$ cat config.mk
export PLATFORM = sky130hd
export DESIGN_NAME = network_loader
export DESIGN_NICKNAME = d
export VERILOG_FILES = /design/src/rtl/network_loader.sv
export SDC_FILE = /design/constraint.sdc
export NUM_CORES = 1
export LEC_CHECK = 0
export CELL_PAD_IN_SITES_DETAIL_PLACEMENT = 0
export CELL_PAD_IN_SITES_GLOBAL_PLACEMENT = 1
export CORE_ASPECT_RATIO = 1.25
export CORE_MARGIN = 10
export CORE_UTILIZATION = 37
export CTS_CLUSTER_SIZE = 10
export DETAILED_ROUTE_END_ITERATION = 7
export GPL_TIMING_DRIVEN = 0
export PLACE_DENSITY = 0.77
export SETUP_SLACK_MARGIN = 0.05
export SKIP_CTS_REPAIR_TIMING = 1
export SLEW_MARGIN = 20
export SYNTH_ARGS = -nofsm -noshare
export SYNTH_HDL_FRONTEND = slang
export SYNTH_SLANG_ARGS = --single-unit
$ cat constraint.sdc
create_clock -name clk_i -period 2.5 [get_ports clk_i]
set_input_delay 0.5 -clock clk_i [delete_from_list [all_inputs] [get_ports clk_i]]
set_output_delay 0.5 -clock clk_i [all_outputs]
set_load 0.01 [all_outputs]
$ cat src/rtl/network_loader.sv
// network_loader: parses A5/LEN/payload frames from a byte stream into little-endian BRAM word writes.
// Define NETWORK_LOADER_CHECKSUM_EN to require a trailing XOR byte over the payload.
module network_loader #(
   parameter int ADDR_LEN  = 2**16,
   parameter int DATA_LEN  = 32,
   parameter int BASE_ADDR = 0
) (
   input  logic                        clk_i,
   input  logic                        reset_i,
   input  logic [7:0]                  byte_i,
   input  logic                        byte_valid_i,
   output logic                        byte_ready_o,
   output logic                        wr_ena_o,
   output logic [$clog2(ADDR_LEN)-1:0] wr_addr_o,
   output logic [DATA_LEN-1:0]         wr_data_o,
   output logic                        busy_o,
   output logic                        done_o,
   output logic                        error_o,
   output logic [15:0]                 word_count_o
);
   localparam int AW      = $clog2(ADDR_LEN);
   localparam int NBYTES  = DATA_LEN / 8;
   localparam int BW      = (NBYTES > 1) ? $clog2(NBYTES) : 1;
   localparam int MAX_LEN = ADDR_LEN - BASE_ADDR;
   localparam logic [7:0] SYNC = 8'hA5;

   typedef enum logic [2:0] {IDLE, LEN_LO, LEN_HI, PAYLOAD, CHECK, DONE} state_t;

   state_t              state;
   logic [7:0]          len_lo;
   logic [15:0]         len;
   logic [15:0]         len_rx;
   logic [BW-1:0]       byte_idx;
   logic [DATA_LEN-1:0] word_q;
   logic [DATA_LEN-1:0] word_nxt;
   logic                take;
   logic                last_byte;
   logic                last_word;
`ifdef NETWORK_LOADER_CHECKSUM_EN
   logic [7:0]          csum;
`endif

   assign take      = byte_valid_i && byte_ready_o;
   assign last_byte = (byte_idx == BW'(NBYTES - 1));
   assign last_word = (word_count_o == len - 16'd1);
   assign len_rx    = {byte_i, len_lo};

   // Incoming byte merged into its lane so the final byte can be written without a bubble.
   always_comb begin
      word_nxt = word_q;
      word_nxt[byte_idx*8 +: 8] = byte_i;
   end

   always_ff @(posedge clk_i) begin
      if (!reset_i) begin
         state        <= IDLE;
         byte_ready_o <= 1'b0;
         wr_ena_o     <= 1'b0;
         wr_addr_o    <= '0;
         wr_data_o    <= '0;
         busy_o       <= 1'b0;
         done_o       <= 1'b0;
         error_o      <= 1'b0;
         word_count_o <= '0;
         len_lo       <= '0;
         len          <= '0;
         byte_idx     <= '0;
         word_q       <= '0;
`ifdef NETWORK_LOADER_CHECKSUM_EN
         csum         <= '0;
`endif
      end else begin
         byte_ready_o <= 1'b1;
         wr_ena_o     <= 1'b0;
         done_o       <= 1'b0;
         case (state)
            IDLE: if (take && byte_i == SYNC) begin
               state        <= LEN_LO;
               busy_o       <= 1'b1;
               error_o      <= 1'b0;
               word_count_o <= '0;
               byte_idx     <= '0;
`ifdef NETWORK_LOADER_CHECKSUM_EN
               csum         <= '0;
`endif
            end
            LEN_LO: if (take) begin
               len_lo <= byte_i;
               state  <= LEN_HI;
            end
            LEN_HI: if (take) begin
               len <= len_rx;
               // Bounds check keeps BASE_ADDR + word index from wrapping the address.
               if (len_rx == 16'd0 || int'(len_rx) > MAX_LEN) begin
                  error_o <= 1'b1;
                  busy_o  <= 1'b0;
                  state   <= IDLE;
               end else begin
                  state <= PAYLOAD;
               end
            end
            PAYLOAD: if (take) begin
               word_q <= word_nxt;
`ifdef NETWORK_LOADER_CHECKSUM_EN
               csum   <= csum ^ byte_i;
`endif
               if (last_byte) begin
                  byte_idx     <= '0;
                  wr_ena_o     <= 1'b1;
                  wr_addr_o    <= AW'(BASE_ADDR) + AW'(word_count_o);
                  wr_data_o    <= word_nxt;
                  word_count_o <= word_count_o + 16'd1;
                  if (last_word) begin
                     byte_ready_o <= 1'b0;
`ifdef NETWORK_LOADER_CHECKSUM_EN
                     state        <= CHECK;
`else
                     state        <= DONE;
`endif
                  end
               end else begin
                  byte_idx <= byte_idx + BW'(1);
               end
            end
`ifdef NETWORK_LOADER_CHECKSUM_EN
            CHECK: if (take) begin
               busy_o <= 1'b0;
               state  <= IDLE;
               if (byte_i == csum) begin
                  done_o       <= 1'b1;
                  byte_ready_o <= 1'b0;
               end else begin
                  error_o <= 1'b1;
               end
            end
`endif
            DONE: begin
               done_o       <= 1'b1;
               busy_o       <= 1'b0;
               byte_ready_o <= 1'b0;
               state        <= IDLE;
            end
            default: state <= IDLE;
         endcase
      end
   end
endmodule

==> results.sh, run 1 <==
export IMPL_drc=0
export IMPL_cap_violations=0
export IMPL_grt_max_degree=17
export IMPL_crit_required_ns=2.86
export IMPL_finalCriticalPeriod_ns=2.384
export IMPL_ioPinCount=80
export IMPL_synth_ff_type="dfxtp_1"
export IMPL_portBuffers=75
export IMPL_hpwl_um=12940
export IMPL_grt_pass1_vias=5266
export IMPL_status="completed"
export IMPL_place_congestion=0.8528
export IMPL_setup_violations_final=0
export IMPL_switching_share_pct=20.76
export IMPL_synth_common_cells="dfxtp_1 (130), nand2_1 (92), nor2_1 (92)"
export IMPL_yosysTopAreaCell="dfxtp_1"
export IMPL_worst_slack_ns=0.1165
export IMPL_clockPowerShare_pct=52.2
export IMPL_die_area_um2=20910
export IMPL_cp_end_kind="flop"
export IMPL_internal_power_mw=3.607
export IMPL_slew_violations=0
export IMPL_numCtsBuffers=17
export IMPL_peakVddDrop_uv=432.0
export IMPL_worst_setup_path_start_kind="flop"
export IMPL_hold_class="reg -> reg"
export IMPL_power_mw=4.552
export IMPL_dr_first_iter_drc_count=283
export IMPL_clkTransAtPathRegs_ns=0.05
export IMPL_crit_top_cell="nor4_4"
export IMPL_wl_met3_um=1093
export IMPL_ys_types=51
export IMPL_slowest_delay_ns=0.54
export IMPL_place_ws_ns=-1.083
export IMPL_num_antenna_cells=0
export IMPL_area_delta_synth_final_pct=31.44
export IMPL_synth_nets=710
export IMPL_via_per_inst=5.278
export IMPL_fmax_mhz=419.5
export IMPL_numClockSinks=130
export IMPL_slew_headroom_pct=56.43
export IMPL_antenna_found_initial=0
export IMPL_met1Wirelength_um=7317
export IMPL_synth_edf_count=0
export IMPL_ys_ff_latch=130
export IMPL_fp_dieH_um=159.2
export IMPL_min_period_over_period_pct=95.34
export IMPL_critPathArrivalTime_ns=2.74
export IMPL_powerDensity_nw_per_um2=603.8
export IMPL_highest_layer="met4"
export IMPL_cts_root_buffer="clkbuf_16"
export IMPL_ant_nets=0
export IMPL_ys_seq_area_share_pct=45.38
export IMPL_yosys_cell_count_top_type="dfxtp_1"
export IMPL_chipWidth_um=131.4
export IMPL_timing_worst_slew_pin_value_ns=0.6535
export IMPL_nets=808
export IMPL_crit_fanout=5
export IMPL_rsz0062_at_grt="yes"
export IMPL_switchingPower_uw=945.1
export IMPL_synthArstFlopShare_pct=0
export IMPL_met2_length_um=8687
export IMPL_wl_per_cell_um=17.47
export IMPL_grt_pass1_wl_um=27230
export IMPL_ys_warn_count=0
export IMPL_syn_area_um2=5736
export IMPL_cts_tree="yes"
export IMPL_synth_cells=691
export IMPL_core_area_um2=15080
export IMPL_syn_area_per_cell_um2=8.300
export IMPL_vias=5325
export IMPL_track_usage_pct=16.21
export IMPL_clock_latency_ns=0.42
export IMPL_power_frac_comb_pct=2.2
export IMPL_fp_row_count=50
export IMPL_layout_drive_gt1_share_pct=7.990
export IMPL_cts_buffer_depth=2
export IMPL_worstSetupPathType="reg -> reg"
export IMPL_crit_chain="or4_4 -> buf_2 -> or2_4 -> nor4_4 -> o221ai_2 -> nor4_4 -> and2_1"
export IMPL_hold_viol_final=0
export IMPL_cellLeakagePower_nw=2.534
export IMPL_drtPass1Iterations=4
export IMPL_synth_area_leaders="dfxtp_1 (45%), a211oi_1 (8.9%), a21oi_1 (6.6%)"
export IMPL_skew_ns=0.009005
export IMPL_critPathSlowestCell="or4_4"
export IMPL_yosysTopAreaCellShare_pct=45.38
export IMPL_pwr_share_seq_pct=45.6
export IMPL_cts_htree_levels=4
export IMPL_start_util_pct=38.04
export IMPL_grt_overflow=0
export IMPL_wirelength_um=17630
-- power groups by stage --
stage               Combinational, mW  Sequential [mW]  Clock, mW
floorplan                      0.0471             2.12          0
global placement               0.0979             2.12          0
detailed placement              0.100             2.12          0
CTS                             0.100             2.07       2.41
global route                    0.110             2.07       2.50
finish                          0.102             2.07       2.38
-- critical path, delay by kind of cell, from the launching register on --
family	cells	cell delay, ns
AND/OR/NAND/NOR	5	1.64
AO/OA/AOI/OAI	1	0.17
flip-flops	1	0.35
buffers and inverters	1	0.17
-- cell usage in the layout (no fill, tap or decap), drive strengths merged, types with 3 or more instances in the layout --
cell type,synthesis,routed
and4,3,3
ha,8,8
or4,3,3
clkbuf,41,68
inv,8,8
o21ai,10,10
or2,3,3
clkdlybuf4s50,0,71
or3,10,10
buf,4,7
nor4,8,8
nor3,12,12
xor2,14,14
nand4,8,8
a211oi,68,68
nand3,4,4
nor2b,33,33
a21oi,76,76
and3,3,3
and3b,3,3
xnor2,15,15
nand2,92,92
dfxtp,130,130
mux2i,9,9
nor2,92,92
and2,3,3
o31a,3,3
dlymetal6s2s,0,4
-- flip-flops by register name (all words and copies together), names as in the netlist --
signal,cells
len,16
byte_idx,2
wr_addr_o,16
len_lo,8
busy_o,1
word_q,32
state,3
byte_ready_o,1
word_count_o,16
wr_data_o,32
error_o,1
wr_ena_o,1
done_o,1
-- metrics by stage --
step	hold slack (ns)	instances	cell area (um2)	setup TNS, ns	utilization, %
detailed placement	0.4461	974	6753	-35.23	44.79
global route	0.4750	1009	7538	0	50.00
global placement	0.4422	974	6746	-33.81	44.75
CTS	0.4534	1005	7310	-7.589	48.48
finish	0.4519	1009	7538	0	50.00
floorplan	0.4439	691	5736	0	-
-- cells by family (layout without fill, tap and decap cells) --
| group | count (synthesis) | in the layout | share of synthesized area, % |
|---|---|---|---|
| simple gates | 287 | 287 | 23.71 |
| fa+ha+maj | 8 | 8 | 1.745 |
| compound gates | 175 | 175 | 19.68 |
| xor+xnor | 29 | 29 | 4.429 |
| flops | 130 | 130 | 45.38 |
| buf+inv | 53 | 163 | 3.490 |
| mux | 9 | 9 | 1.571 |
-- worst paths after layout --
| path | from | slack, ns | to | cells past startpoint |
|---|---|---|---|---|
| worst max-delay path | len[3] | 0.12 | state[2] | 7 |
| worst min-delay path | wr_addr_o[14] | 0.45 | wr_addr_o[14] | 2 |
| worst max register to register | len[3] | 0.12 | state[2] | 7 |
| worst min register to register | wr_addr_o[14] | 0.45 | wr_addr_o[14] | 2 |
-- final cells by class --
class / instances / area, um2
Tap cell: 208 / 260.3
Fill cell: 1481 / 7538
Sequential cell: 130 / 2609
Clock buffer: 26 / 479.2
Buffer: 45 / 185.2
Clock inverter: 5 / 77.57
Multi-Input combinational cell: 508 / 3109
Timing Repair Buffer: 79 / 788.3
Inverter: 8 / 30.03
-- layer usage --
layer	vias to the layer above	track usage [%]
li1	2626	-
met1	2531	17.24
met2	139	28.14
met3	29	5.517
met4	0	7.700
met5	-	0
Note: power is estimated with default switching activity, not from simulation.
==> inputs of run 2 (changes only) <==
--- a/config.mk
+++ b/config.mk
@@ -8,7 +8,6 @@
 export CELL_PAD_IN_SITES_DETAIL_PLACEMENT = 0
 export CELL_PAD_IN_SITES_GLOBAL_PLACEMENT = 1
 export CORE_ASPECT_RATIO = 1.25
-export CORE_MARGIN = 10
 export CORE_UTILIZATION = 37
 export CTS_CLUSTER_SIZE = 10
 export DETAILED_ROUTE_END_ITERATION = 7
==> results.sh, run 2 (synthesis results as in run 1) <==
export IMPL_crit_fanout=5
export IMPL_grt_pass1_vias=5280
export IMPL_status="completed"
export IMPL_cap_violations=0
export IMPL_clock_latency_ns=0.43
export IMPL_hpwl_um=12340
export IMPL_hold_class="reg -> reg"
export IMPL_die_area_um2=16010
export IMPL_via_per_inst=5.251
export IMPL_rr_worst_depth=7
export IMPL_slew_headroom_pct=48.98
export IMPL_wl_per_cell_um=17.08
export IMPL_powerDensity_nw_per_um2=645.3
export IMPL_fmax_mhz=424.3
export IMPL_drc=0
export IMPL_numClockSinks=130
export IMPL_hold_viol_final=0
export IMPL_worstSetupPathType="reg -> reg"
export IMPL_antenna_found_initial=0
export IMPL_final_core_util_pct=51.15
export IMPL_instances_no_fill=1012
export IMPL_min_period_over_period_pct=94.28
export IMPL_finalCriticalPeriod_ns=2.357
export IMPL_fp_dieH_um=141.2
export IMPL_wirelength_um=17280
export IMPL_track_usage_pct=22.43
export IMPL_final_common_cell="dfxtp_1"
export IMPL_crit_start="len[3]"
export IMPL_core_area_um2=15080
export IMPL_worst_setup_path_start_kind="flop"
export IMPL_chipWidth_um=113.4
export IMPL_num_antenna_cells=0
export IMPL_drtPass1Iterations=4
export IMPL_grt_max_degree=17
export IMPL_cts_root_buffer="clkbuf_16"
export IMPL_holdPathStages=2
export IMPL_grt_overflow=0
export IMPL_slew_violations=0
export IMPL_setup_violations_final=0
export IMPL_nets=810
export IMPL_start_util_pct=38.04
export IMPL_worstHoldStart="wr_addr_o[9]"
export IMPL_area_delta_synth_final_pct=34.45
export IMPL_critPathArrivalTime_ns=2.65
export IMPL_peakVddDrop_uv=428.5
export IMPL_top_regs="word_q: 32 flops, wr_data_o: 32 flops"
export IMPL_ant_nets=0
export IMPL_cellLeakagePower_nw=2.586
export IMPL_reg2reg_from="len[3]"
export IMPL_fp_row_count=50
export IMPL_portBuffers=75
export IMPL_dp_cells=974
export IMPL_reg2reg_slack_ns=0.14
export IMPL_numCtsBuffers=17
export IMPL_cts_tree="yes"
export IMPL_dr_first_iter_drc_count=193
export IMPL_cts_buffer_depth=2
export IMPL_cp_end_kind="flop"
export IMPL_timing_worst_slew_pin_value_ns=0.7594
export IMPL_cts_htree_levels=4
export IMPL_grt_pass1_wl_um=27520
export IMPL_skew_ns=0.01063
export IMPL_ioPinCount=80
export IMPL_crit_required_ns=2.79
export IMPL_final_cell_mix="dfxtp_1 (123), nand2_1 (92), nor2_1 (92), a21oi_1 (76), clkdlybuf4s50_1 (71)"
export IMPL_clkTransAtPathRegs_ns=0.06
export IMPL_hold_end="wr_addr_o[9]"
export IMPL_vias=5314
export IMPL_place_congestion=0.8493
export IMPL_power_mw=4.976
export IMPL_rr_endpoint="byte_ready_o"
export IMPL_rsz0062_at_grt="yes"
export IMPL_layout_drive_gt1_share_pct=9.453
[run 2: cell types whose count changed in the layout (fill, tap and decap cells not counted), sizes merged]
cell      delta
clkbuf       -5
buf          +1
inv          +1
clkinvlp     +3
bufinv       +3
[run 2: stage by stage]
| step | area, um2 | TNS (ns) | hold WS [ns] | worst slack, ns |
|---|---|---|---|---|
| after floorplan | 5736 | 0 | 0.4439 | 0.1410 |
| after global placement | 6746 | -28.10 | 0.4426 | -1.058 |
| after detailed placement | 6753 | -28.72 | 0.4459 | -1.059 |
| after CTS | 7422 | -7.675 | 0.4537 | -0.6439 |
| after global routing | 7711 | 0 | 0.4735 | 0.04798 |
| final | 7711 | 0 | 0.4520 | 0.1430 |
[run 2: how the worst max path moves through the flow]
stage / to / slack (ns) / cells after the start
after floorplan: byte_ready_o / 0.14 / 7
after global placement: word_count_o[15] / -1.06 / 7
after detailed placement: word_count_o[11] / -1.06 / 6
after CTS: word_count_o[13] / -0.64 / 6
after global routing: word_q[13] / 0.05 / 7
final: byte_ready_o / 0.14 / 7
[run 2: layout make-up]
| type | count | area (um2) |
|---|---|---|
| tap | 208 | 260.3 |
| inverter | 8 | 30.03 |
| buffer | 45 | 187.7 |
| clock inverter | 12 | 202.7 |
| timing repair buffer | 81 | 823.3 |
| fill | 1416 | 7366 |
| multi-input combinational | 508 | 3124 |
| clock buffer | 20 | 466.7 |
| sequential | 130 | 2616 |
[run 2: worst max-delay path, stage by stage (launching register included)]
cell and delay [ns]:
dfxtp_4 0.35, or4_4 0.55, buf_8 0.15, o31a_1 0.29, nor4b_2 0.36, a311oi_4 0.11, nor4_4 0.33, a21oi_1 0.09
[run 2: metal layers]
layer / vias up / routed length (um) / track usage (%)
met3: 26 / 785 / 5.460
met5: - / 0 / 0
met4: 0 / 446 / 8.241
met1: 2527 / 7304 / 25.91
li1: 2632 / - / -
met2: 129 / 8748 / 39.88
[run 2: power by group]
| part | switching, mW | leakage [nW] | total [mW] | internal [mW] |
|---|---|---|---|---|
| logic | 0.0785 | 1.22 | 0.102 | 0.0234 |
| registers | 0.00113 | 1.05 | 2.07 | 2.07 |
| clock network | 0.952 | 0.315 | 2.80 | 1.85 |
